--- src/rtl/cos_engine_arbiter.sv ---
// ---------------------------------------------------------------------------
// cos_engine_arbiter
//
// Shares one pipelined cosine engine among NUM_REQ requesters. Each cycle at
// most one angle is issued, chosen round-robin among requesters that have a
// request and no operation already in flight or buffered. The requester ID
// travels alongside the engine in a LATENCY-deep tag pipeline. When the tag
// leaves the pipeline, the engine result is written into that requester's
// one-entry response buffer. eng_clk_en is high only while an operation is
// being issued or still has to advance through the engine.
//
// Optional build macro: COS_ARB_STATS_EN adds the stat_issued and stat_stall
// counters and their output ports.
//
// Ports:
//   clk          in   1            clock
//   reset        in   1            synchronous, active-high reset
//   req_valid    in   NUM_REQ      request present, per requester
//   req_angle    in   32*NUM_REQ   float32 angle, slice i = requester i
//   req_ready    out  NUM_REQ      request accepted this cycle (one-hot/zero)
//   resp_valid   out  NUM_REQ      response buffer i holds a result
//   resp_data    out  32*NUM_REQ   float32 cosine, slice i
//   resp_ready   in   NUM_REQ      requester i consumes its response
//   eng_clk_en   out  1            engine clock enable
//   eng_angle    out  32           angle to engine (combinational from grant)
//   eng_result   in   32           engine result
//   stat_issued  out  32           grants issued   (COS_ARB_STATS_EN only)
//   stat_stall   out  32           stalled cycles  (COS_ARB_STATS_EN only)
//   busy         out  1            any requester outstanding
// ---------------------------------------------------------------------------
module cos_engine_arbiter #(
  parameter int NUM_REQ = 4,
  parameter int LATENCY = 2,
  parameter int ID_W    = $clog2(NUM_REQ)
) (
  input  logic                  clk,
  input  logic                  reset,
  input  logic [NUM_REQ-1:0]    req_valid,
  input  logic [32*NUM_REQ-1:0] req_angle,
  output logic [NUM_REQ-1:0]    req_ready,
  output logic [NUM_REQ-1:0]    resp_valid,
  output logic [32*NUM_REQ-1:0] resp_data,
  input  logic [NUM_REQ-1:0]    resp_ready,
  output logic                  eng_clk_en,
  output logic [31:0]           eng_angle,
  input  logic [31:0]           eng_result,
`ifdef COS_ARB_STATS_EN
  output logic [31:0]           stat_issued,
  output logic [31:0]           stat_stall,
`endif
  output logic                  busy
);

  // -------------------------------------------------------------------------
  // State
  // -------------------------------------------------------------------------
  logic [NUM_REQ-1:0]           r_outstanding;
  logic [NUM_REQ-1:0]           r_resp_valid;
  logic [NUM_REQ-1:0][31:0]     r_resp_data;
  logic [ID_W-1:0]              r_ptr;
  logic [LATENCY-1:0]           r_stg_vld;
  logic [LATENCY-1:0][ID_W-1:0] r_stg_id;

  // -------------------------------------------------------------------------
  // Combinational signals
  // -------------------------------------------------------------------------
  logic [NUM_REQ-1:0][31:0]     w_angles;
  logic [NUM_REQ-1:0]           w_elig;
  logic [NUM_REQ-1:0]           w_grant;
  logic [ID_W-1:0]              w_grant_id;
  logic                         w_issue;
  logic                         w_upstream;
  logic                         w_done;
  logic [ID_W-1:0]              w_done_id;
  logic [NUM_REQ-1:0]           w_complete;
  logic [NUM_REQ-1:0]           w_consume;

  assign w_angles  = req_angle;
  assign w_elig    = req_valid & ~r_outstanding;
  assign w_consume = r_resp_valid & resp_ready;
  assign w_done    = r_stg_vld[LATENCY-1];
  assign w_done_id = r_stg_id[LATENCY-1];

  // Round-robin scan starting at r_ptr; the first eligible index wins.
  // Nothing is granted while reset is asserted.
  always_comb begin
    // NOTE: every signal driven here gets a default before any condition so
    // no path leaves it unassigned, which would otherwise infer a latch.
    int idx;
    idx        = 0;
    w_grant    = '0;
    w_grant_id = '0;
    w_issue    = 1'b0;
    if (!reset) begin
      for (int k = 0; k < NUM_REQ; k++) begin
        idx = (int'(r_ptr) + k) % NUM_REQ;
        if (!w_issue && w_elig[ID_W'(idx)]) begin
          w_issue              = 1'b1;
          w_grant_id           = ID_W'(idx);
          w_grant[ID_W'(idx)]  = 1'b1;
        end
      end
    end
  end

  // The engine must be clocked on every edge where an op is presented or
  // still has a stage to advance; the last stage is already at the output.
  always_comb begin
    w_upstream = 1'b0;
    for (int s = 0; s < LATENCY - 1; s++) begin
      w_upstream = w_upstream | r_stg_vld[s];
    end
  end

  // One-hot decode of the requester whose result is on eng_result now.
  always_comb begin
    w_complete = '0;
    if (w_done) begin
      w_complete[w_done_id] = 1'b1;
    end
  end

  // -------------------------------------------------------------------------
  // Outputs
  // -------------------------------------------------------------------------
  assign req_ready  = w_grant;
  assign eng_angle  = w_issue ? w_angles[w_grant_id] : 32'h0;
  assign eng_clk_en = !reset && (w_issue || w_upstream);
  assign resp_valid = r_resp_valid;
  assign resp_data  = r_resp_data;
  assign busy       = !reset && (|r_outstanding);

  // -------------------------------------------------------------------------
  // Round-robin pointer: moves just past the winner, holds when idle.
  // -------------------------------------------------------------------------
  always_ff @(posedge clk) begin
    // NOTE: sequential state uses non-blocking assignments so every register
    // samples the pre-edge values, independent of statement order.
    if (reset) begin
      r_ptr <= '0;
    end else if (w_issue) begin
      r_ptr <= (w_grant_id == ID_W'(NUM_REQ - 1)) ? '0 : w_grant_id + 1'b1;
    end
  end

  // -------------------------------------------------------------------------
  // In-flight tag pipeline, mirrors the engine's register boundaries.
  // Advances every cycle; a bubble enters when nothing is issued.
  // -------------------------------------------------------------------------
  always_ff @(posedge clk) begin
    if (reset) begin
      r_stg_vld <= '0;
      r_stg_id  <= '0;
    end else begin
      for (int s = LATENCY - 1; s > 0; s--) begin
        r_stg_vld[s] <= r_stg_vld[s-1];
        r_stg_id[s]  <= r_stg_id[s-1];
      end
      r_stg_vld[0] <= w_issue;
      r_stg_id[0]  <= w_grant_id;
    end
  end

  // -------------------------------------------------------------------------
  // Outstanding flags and response buffers. A requester is outstanding from
  // issue until its response is consumed, so a buffer can never be written
  // while full and completion/consumption never hit the same index.
  // -------------------------------------------------------------------------
  always_ff @(posedge clk) begin
    if (reset) begin
      r_outstanding <= '0;
      r_resp_valid  <= '0;
    end else begin
      r_outstanding <= (r_outstanding | w_grant) & ~w_consume;
      r_resp_valid  <= (r_resp_valid & ~w_consume) | w_complete;
    end
  end

  // NOTE: the response data array is reset on purpose: resp_data is a
  // visible output that must read zero after reset, not a scratch memory.
  always_ff @(posedge clk) begin
    if (reset) begin
      r_resp_data <= '0;
    end else begin
      for (int i = 0; i < NUM_REQ; i++) begin
        if (w_complete[i]) begin
          r_resp_data[i] <= eng_result;
        end
      end
    end
  end

`ifdef COS_ARB_STATS_EN
  // -------------------------------------------------------------------------
  // Statistics: grants issued, and cycles where work was waiting but nothing
  // could be issued. Both wrap at 2^32.
  // -------------------------------------------------------------------------
  logic [31:0] r_stat_issued;
  logic [31:0] r_stat_stall;

  always_ff @(posedge clk) begin
    if (reset) begin
      r_stat_issued <= '0;
      r_stat_stall  <= '0;
    end else begin
      if (w_issue) begin
        r_stat_issued <= r_stat_issued + 32'd1;
      end
      if ((|req_valid) && !w_issue) begin
        r_stat_stall <= r_stat_stall + 32'd1;
      end
    end
  end

  assign stat_issued = r_stat_issued;
  assign stat_stall  = r_stat_stall;
`endif

endmodule

--- config.mk ---
export PLATFORM = sky130hd
export DESIGN_NAME = cos_engine_arbiter
export DESIGN_NICKNAME = d
export VERILOG_FILES = /design/src/rtl/cos_engine_arbiter.sv
export SDC_FILE = /design/constraint.sdc
export NUM_CORES = 1
export LEC_CHECK = 0
export ABC_AREA = 1
export CAP_MARGIN = 20
export CORE_ASPECT_RATIO = 1.1
export CORE_MARGIN = 2
export CORE_UTILIZATION = 35
export DETAILED_ROUTE_END_ITERATION = 10
export PLACE_DENSITY_LB_ADDON = 0.25
export SYNTH_ARGS = -nofsm -noshare
export SYNTH_HDL_FRONTEND = slang
export SYNTH_SLANG_ARGS = --single-unit
--- constraint.sdc ---
create_clock -name clk -period 3.4 [get_ports clk]
set_clock_uncertainty 0.15 [all_clocks]
set_input_delay 0.68 -clock clk [delete_from_list [all_inputs] [get_ports clk]]
set_output_delay 0.68 -clock clk [all_outputs]
set_load 0.005 [all_outputs]
# After elaboration in Yosys (flattened, before gate mapping)

Index checks and enable logic that the tools add are counted.

$add $sub $neg: 4
Order comparisons: 11
Eq/ne operators: 1
Mux-type cells: 48
Bitwise operators: 11
Reduce and logical (&&, ||, !) cells: 16

Operator list:

| cell                                                 | number |
|---|---|
| binary-select mux 32 bit (select 2 bit)              | 1 |
| 2-to-1 mux 32 bit                                    | 2 |
| 2-to-1 mux 4 bit                                     | 9 |
| 2-to-1 mux 1 bit                                     | 21 |
| OR 4 bit                                             | 5 |
| bitwise AND 4 bit                                    | 4 |
| < comparator 2 x 4 -> 1 bit (second input constant)  | 4 |
| 2-to-1 mux 2 bit                                     | 6 |
| demux 1 bit (select 2 bit)                           | 5 |
| >= comparator 2 x 1 -> 1 bit (second input constant) | 5 |
| logical AND 1 bit                                    | 10 |
| binary-select mux 1 bit (select 2 bit)               | 4 |
| NOT 4 bit                                            | 2 |
| < comparator 2 x 3 -> 1 bit (second input constant)  | 2 |
| adder 2 x 1 -> 2 bit (second input constant)         | 2 |
| adder 2 bit (second input constant)                  | 2 |
| logical NOT 1 bit                                    | 4 |
| OR reduction 4 bit                                   | 1 |
| equality test 2 bit (second input constant)          | 1 |
| logical OR 1 bit                                     | 1 |

Flip-flop bits (word level): 144
Input bits: 170
Output and inout port bits: 170

# Depth between registers and ports, before layout

Depth in word-level cells: 22
Depth in mapped cells: 14
Depth with buffers taken out: 12

# Least setup slack after synthesis

Ideal clock, no wire load.

Path type: flip-flop to output port
From: register r_ptr[1]
To: output port eng_angle[10]
Arrival time: 2.210 ns
Path slack: 0.360 ns
Stages on the path, launching flop included: 14
Buffers on the path: 2
Cells stage by stage: dfxtp_1 > buf_2 > inv_1 > ha_1 > inv_1 > nand3_1 > nand2_2 > nand3_2 > o21ai_2 > inv_2 > nand2_2 > buf_4 > nand3_1 > a21oi_1

Cells in the longest elaborated chain, start to end: 20
Elaborated cells between the ends (all ways): 37
Classes of those cells: add/sub: 3; mux: 28; reduce/logical: 6

Ends and longest elaborated chain:

| item                                                 | line | text |
|---|---|---|
| start, declared                                      | 60   | `logic [ID_W-1:0] r_ptr;` |
| start signal, assigned                               | 142  | `r_ptr <= (w_grant_id == ID_W'(NUM_REQ - 1)) ? '0 : w_grant_id + 1'b1;` |
| binary-select mux 1 bit (select 2 bit)               | 97   | `if (!w_issue && w_elig[ID_W'(idx)]) begin` |
| 2-to-1 mux 1 bit (not written as such) (2 in series) | 97   |  |
| 2-to-1 mux 1 bit                                     | 97   |  |
| 2-to-1 mux 1 bit                                     | 94   | `if (!reset) begin` |
| logical NOT 1 bit                                    | 97   |  |
| logical AND 1 bit                                    | 97   |  |
| 2-to-1 mux 1 bit                                     | 97   |  |
| 2-to-1 mux 1 bit                                     | 94   |  |
| [3 not listed]                                       | --   |  |
| 2-to-1 mux 1 bit                                     | 94   |  |
| logical NOT 1 bit                                    | 97   |  |
| logical AND 1 bit                                    | 97   |  |
| 2-to-1 mux 2 bit                                     | 97   |  |
| 2-to-1 mux 2 bit                                     | 94   |  |
| binary-select mux 32 bit (select 2 bit)              | 127  | `assign eng_angle = w_issue ? w_angles[w_grant_id] : 32'h0;` |
| 2-to-1 mux 32 bit (not written as such)              | 127  |  |
| 2-to-1 mux 32 bit *                                  | 127  |  |
| end, declared                                        | 45   | `output logic [31:0] eng_angle,` |

Mark *: on every way between the ends. The rest lies on a longest branch, timed or not. The select of a mux whose other input is x is not followed.

# Final worst setup path

From: input port req_valid[1]
To: output port eng_angle[15]

Cells in the longest elaborated chain, start to end: 21
Elaborated cells between the ends (all ways): 35
Classes of those cells: mux: 28; bitwise: 1; reduce/logical: 6

Ends and longest elaborated chain:

| item                                                 | line | text |
|---|---|---|
| start, declared                                      | 38   | `input logic [NUM_REQ-1:0] req_valid,` |
| bitwise AND 4 bit *                                  | 79   | `assign w_elig = req_valid & ~r_outstanding;` |
| binary-select mux 1 bit (select 2 bit)               | 97   |  |
| 2-to-1 mux 1 bit (not written as such) (2 in series) | 97   |  |
| 2-to-1 mux 1 bit                                     | 97   |  |
| 2-to-1 mux 1 bit                                     | 94   |  |
| logical NOT 1 bit                                    | 97   |  |
| logical AND 1 bit                                    | 97   |  |
| 2-to-1 mux 1 bit                                     | 97   |  |
| [4 not listed]                                       | --   |  |
| 2-to-1 mux 1 bit                                     | 94   |  |
| logical NOT 1 bit                                    | 97   |  |
| logical AND 1 bit                                    | 97   |  |
| 2-to-1 mux 2 bit                                     | 97   |  |
| 2-to-1 mux 2 bit                                     | 94   |  |
| binary-select mux 32 bit (select 2 bit)              | 127  |  |
| 2-to-1 mux 32 bit (not written as such)              | 127  |  |
| 2-to-1 mux 32 bit *                                  | 127  |  |

Marks and branches as above.

==> impl_metrics.ini <==
[job]
timing.max_cap.violations = 0

[power_and_ir_drop]
share_seq_of_total_power_pct = 22.5
ir_worst_vdd_uv = 593
powerDensity_mw_per_mm2 = 724
cell_internal_pwr_mw = 5.23
power_leakage_nw = 5.37
switching_power_of_the_nets_mw = 3.51
swShare_pct = 40.1
portion_of_total_power_attributed_to_the_clock_network_pct = 21.8
share_comb_of_total_power_pct = 55.6

[die]
std_cell_rows = 55
die_footprint_mm2 = 0.0222
fp.dieH_um = 156
placeableCoreArea_mm2 = 0.0206
die-width_um = 142
initial_core_util_pct = 35.7
ios = 340

[sta]
setup_viol_count_final = 0
timing.final.hold_violations = 0
slew_headroom_pct = 37.5
timing.final.crit_period_ns = 3.36
finalCritPeriodShare_pct = 98.7
timing.hold.ws_ns = 0.252
max_slew.worst_pin.slew_ns = 0.937
timing.final.max_slew_violations = 0
rsz0062_at_grt = yes
fmax_ghz = 0.298

[synthesis]
cell_count_after_synthesis = 1113
syn_area_per_cell_um2 = 6.60
synth_edf_count = 0
synth_area_leader_cell = sky130_fd_sc_hd__dfxtp_1
leading_cell_types_by_total_area_after_synthesis = sky130_fd_sc_hd__dfxtp_1 39%, sky130_fd_sc_hd__inv_1 11%, sky130_fd_sc_hd__o21ai_0 9.4%
synth_fp_nets = 1291
yosys_warnings = 0
post_synth_instance_area_mm2 = 0.00735
synth_seq_area_share_pct = 39.2
post-synth-top-area-fraction_pct = 39.2
netlist_top_cells_count = 222 x sky130_fd_sc_hd__inv_1, 144 x sky130_fd_sc_hd__dfxtp_1, 138 x sky130_fd_sc_hd__o21ai_0
dominantRegCellSynth = sky130_fd_sc_hd__dfxtp_1
synthDistinctLibCells = 25
synth_most_common_cell = sky130_fd_sc_hd__inv_1
postSynth.asyncResetShare_pct = 0
synth.ff_latch_count = 144

[critical_path]
regToRegEndpoint = r_ptr[1]
critical_path.startpoint = req_valid[1]
critPathCaptureType = primary output
critical_path_required_ns = 2.57
cp_data_arrival_time_ns = 2.53
critical_path.startpoint_type = primary input
worst_r2r_startpoint = r_ptr[0]
worst-setup-path-type = primary input to primary output
regToRegSetupSlack_ns = 1.19
register_to_register_path_depth = 16
crit_path_max_fanout = 6

[hold_path]
hold_path.startpoint = r_stg_id[1]
hold_path_class = flip-flop to flip-flop
min_delay_worst_endpoint = w_done_id[1]
min_path_cells = 2

[cells_and_area]
instances_no_fill = 1717
multiInputGateArea_mm2 = 0.00349
fin_area_mm2 = 0.0121
num-nets-final = 1626
area_growth_pct = 64.2
n_antenna_cell = 0
final.fill_count = 1940
final_layout_size_suffix_gt1_share_pct = 12.7
sequential_cell_area_mm2 = 0.00289

[detailed_routing]
avg_wl_per_cell_um = 15.6
drt.antenna.violating_nets = 0
drt-pass1-iter-count = 5
detailed_route_iter0_violations = 416
route.detailed.drc = 0
dr_total_vias = 8289
routed_via_density = 4.83
drt_wl_total_mm = 26.8

[status]
run_status = finished, final reports clean

[global_routing]
grt_overflow_total = 0
global_route_wire_length_before_repair_mm = 40.7
globalRouteTotalUtil_pct = 23.1
grt_max_degree = 117
grt_antenna_before_repair = 0
grt_pass1_vias = 7692

[placed_design]
io_buffer_count = 339
dp_cells = 1673
place_congestion = 0.951
place_hpwl_mm = 19.2
post_dp_cell_area_mm2 = 0.0112

[clock_network]
cts_root_buf = sky130_fd_sc_hd__clkbuf_16
clk-insertion-delay-late_ns = 0.41
tritoncts_num_sinks = 144
cts_tree = done
worst_setup_hold_path_clk_slew_ns = 0.06
numCtsBuffers = 17
ctsLongestPathBuffers = 2
htreeDepth = 4
-- cell type report --
class	count	share of cell area (%)
clock buffers	18	3.64
clock inverters	14	1.42
inverters	225	7.04
multi-input cells	664	28.9
flip-flops and latches	144	23.9
well taps	256	2.65
repair buffers	396	32.5
-- per-stage QoR --
stage / worst slack (ns) / utilization [%] / TNS (ns) / power, mW
2_1_floorplan: 0.360 / - / 0 / 4.32
6_report: 0.0449 / 58.7 / 0 / 8.74
3_5_place_dp: -0.491 / 54.3 / -15.01 / 6.32
3_3_place_gp: -0.462 / 54.3 / -14.21 / 6.29
4_1_cts: 0.00159 / 57.8 / 0 / 8.43
5_1_grt: -0.0944 / 58.7 / -0.820 / 9.30
-- metal layers --
metal / routed length [um] / track usage [%]
met1: 10900 / 28.0
met2: 13200 / 40.2
met3: 2030 / 5.56
met4: 615 / 7.43
met5: 0 / 0
-- state kept, by name, indices dropped and copies added (netlist names) --
register	flops
r_outstanding	4
w_done_id	2
resp_data	128
r_stg_id	2
resp_valid	4
r_ptr	2
r_stg_vld	2
-- worst max path at each step --
stage / end / slack, ns / depth (start not counted)
after global routing: eng_angle[24] / -0.09 / 15
after CTS: req_ready[1] / 0.002 / 12
after floorplan: eng_angle[10] / 0.36 / 13
final: eng_angle[15] / 0.04 / 15
after detailed placement: eng_angle[3] / -0.49 / 12
after global placement: eng_angle[27] / -0.46 / 12
-- power by group through the flow --
stage | logic (mW) | clock network, mW | registers, mW
after floorplan | 2.30 | 0 | 2.02
after global placement | 4.30 | 0 | 1.99
after CTS | 4.52 | 1.94 | 1.97
after detailed placement | 4.32 | 0 | 2.00
after global routing | 5.29 | 2.02 | 1.99
final | 4.87 | 1.91 | 1.97
-- cell families after synthesis --
family                     synth area share [%]
DFF                                        39.2
buffers and inverters                      16.6
and+or+nand+nor                            25.3
AOI/OAI and AO/OA                          17.6
adders and majority gates                  1.36
-- what timing repair did --
item | CTS | global route
hold buffers | 0 | 0
pin swaps | 15 | 15
endpoints found under the hold margin | 0 | 0
endpoints found under the setup margin | 37 | 37
setup buffers | 3 | 6
cloned | 2 | 2
resized for setup | 96 | 91
-- cell usage in the layout (no fill, tap or decap), drive strengths merged --
| cell type | instances |
|---|---|
| nor2 | 137 |
| dfxtp | 144 |
| buf | 72 |
| a21boi | 1 |
| nand2 | 107 |
| ha | 8 |
| clkinv | 1 |
| clkbuf | 35 |
| dlygate4sd2 | 4 |
| nand4 | 66 |
| inv | 233 |
| a41oi | 1 |
| clkdlybuf4s50 | 298 |
| dlymetal6s2s | 5 |
| o21ai | 140 |
| a21oi | 111 |
| and2 | 1 |
| nand3 | 92 |
| bufinv | 2 |
| clkinvlp | 3 |
-- worst max-delay path, stage by stage --
cell and delay, ns:
sky130_fd_sc_hd__dlygate4sd2_1 0.26, sky130_fd_sc_hd__nand3_2 0.11, sky130_fd_sc_hd__nand3_2 0.11, sky130_fd_sc_hd__nand2_4 0.13
sky130_fd_sc_hd__buf_12 0.11, sky130_fd_sc_hd__nand3_4 0.09, sky130_fd_sc_hd__nand2_2 0.09, sky130_fd_sc_hd__nand2_2 0.07
sky130_fd_sc_hd__a21oi_4 0.16, sky130_fd_sc_hd__buf_12 0.15, sky130_fd_sc_hd__buf_12 0.10, sky130_fd_sc_hd__buf_16 0.11
sky130_fd_sc_hd__nand3_1 0.10, sky130_fd_sc_hd__a21oi_1 0.13, sky130_fd_sc_hd__clkbuf_2 0.13
(Power assumes the default switching activity.)
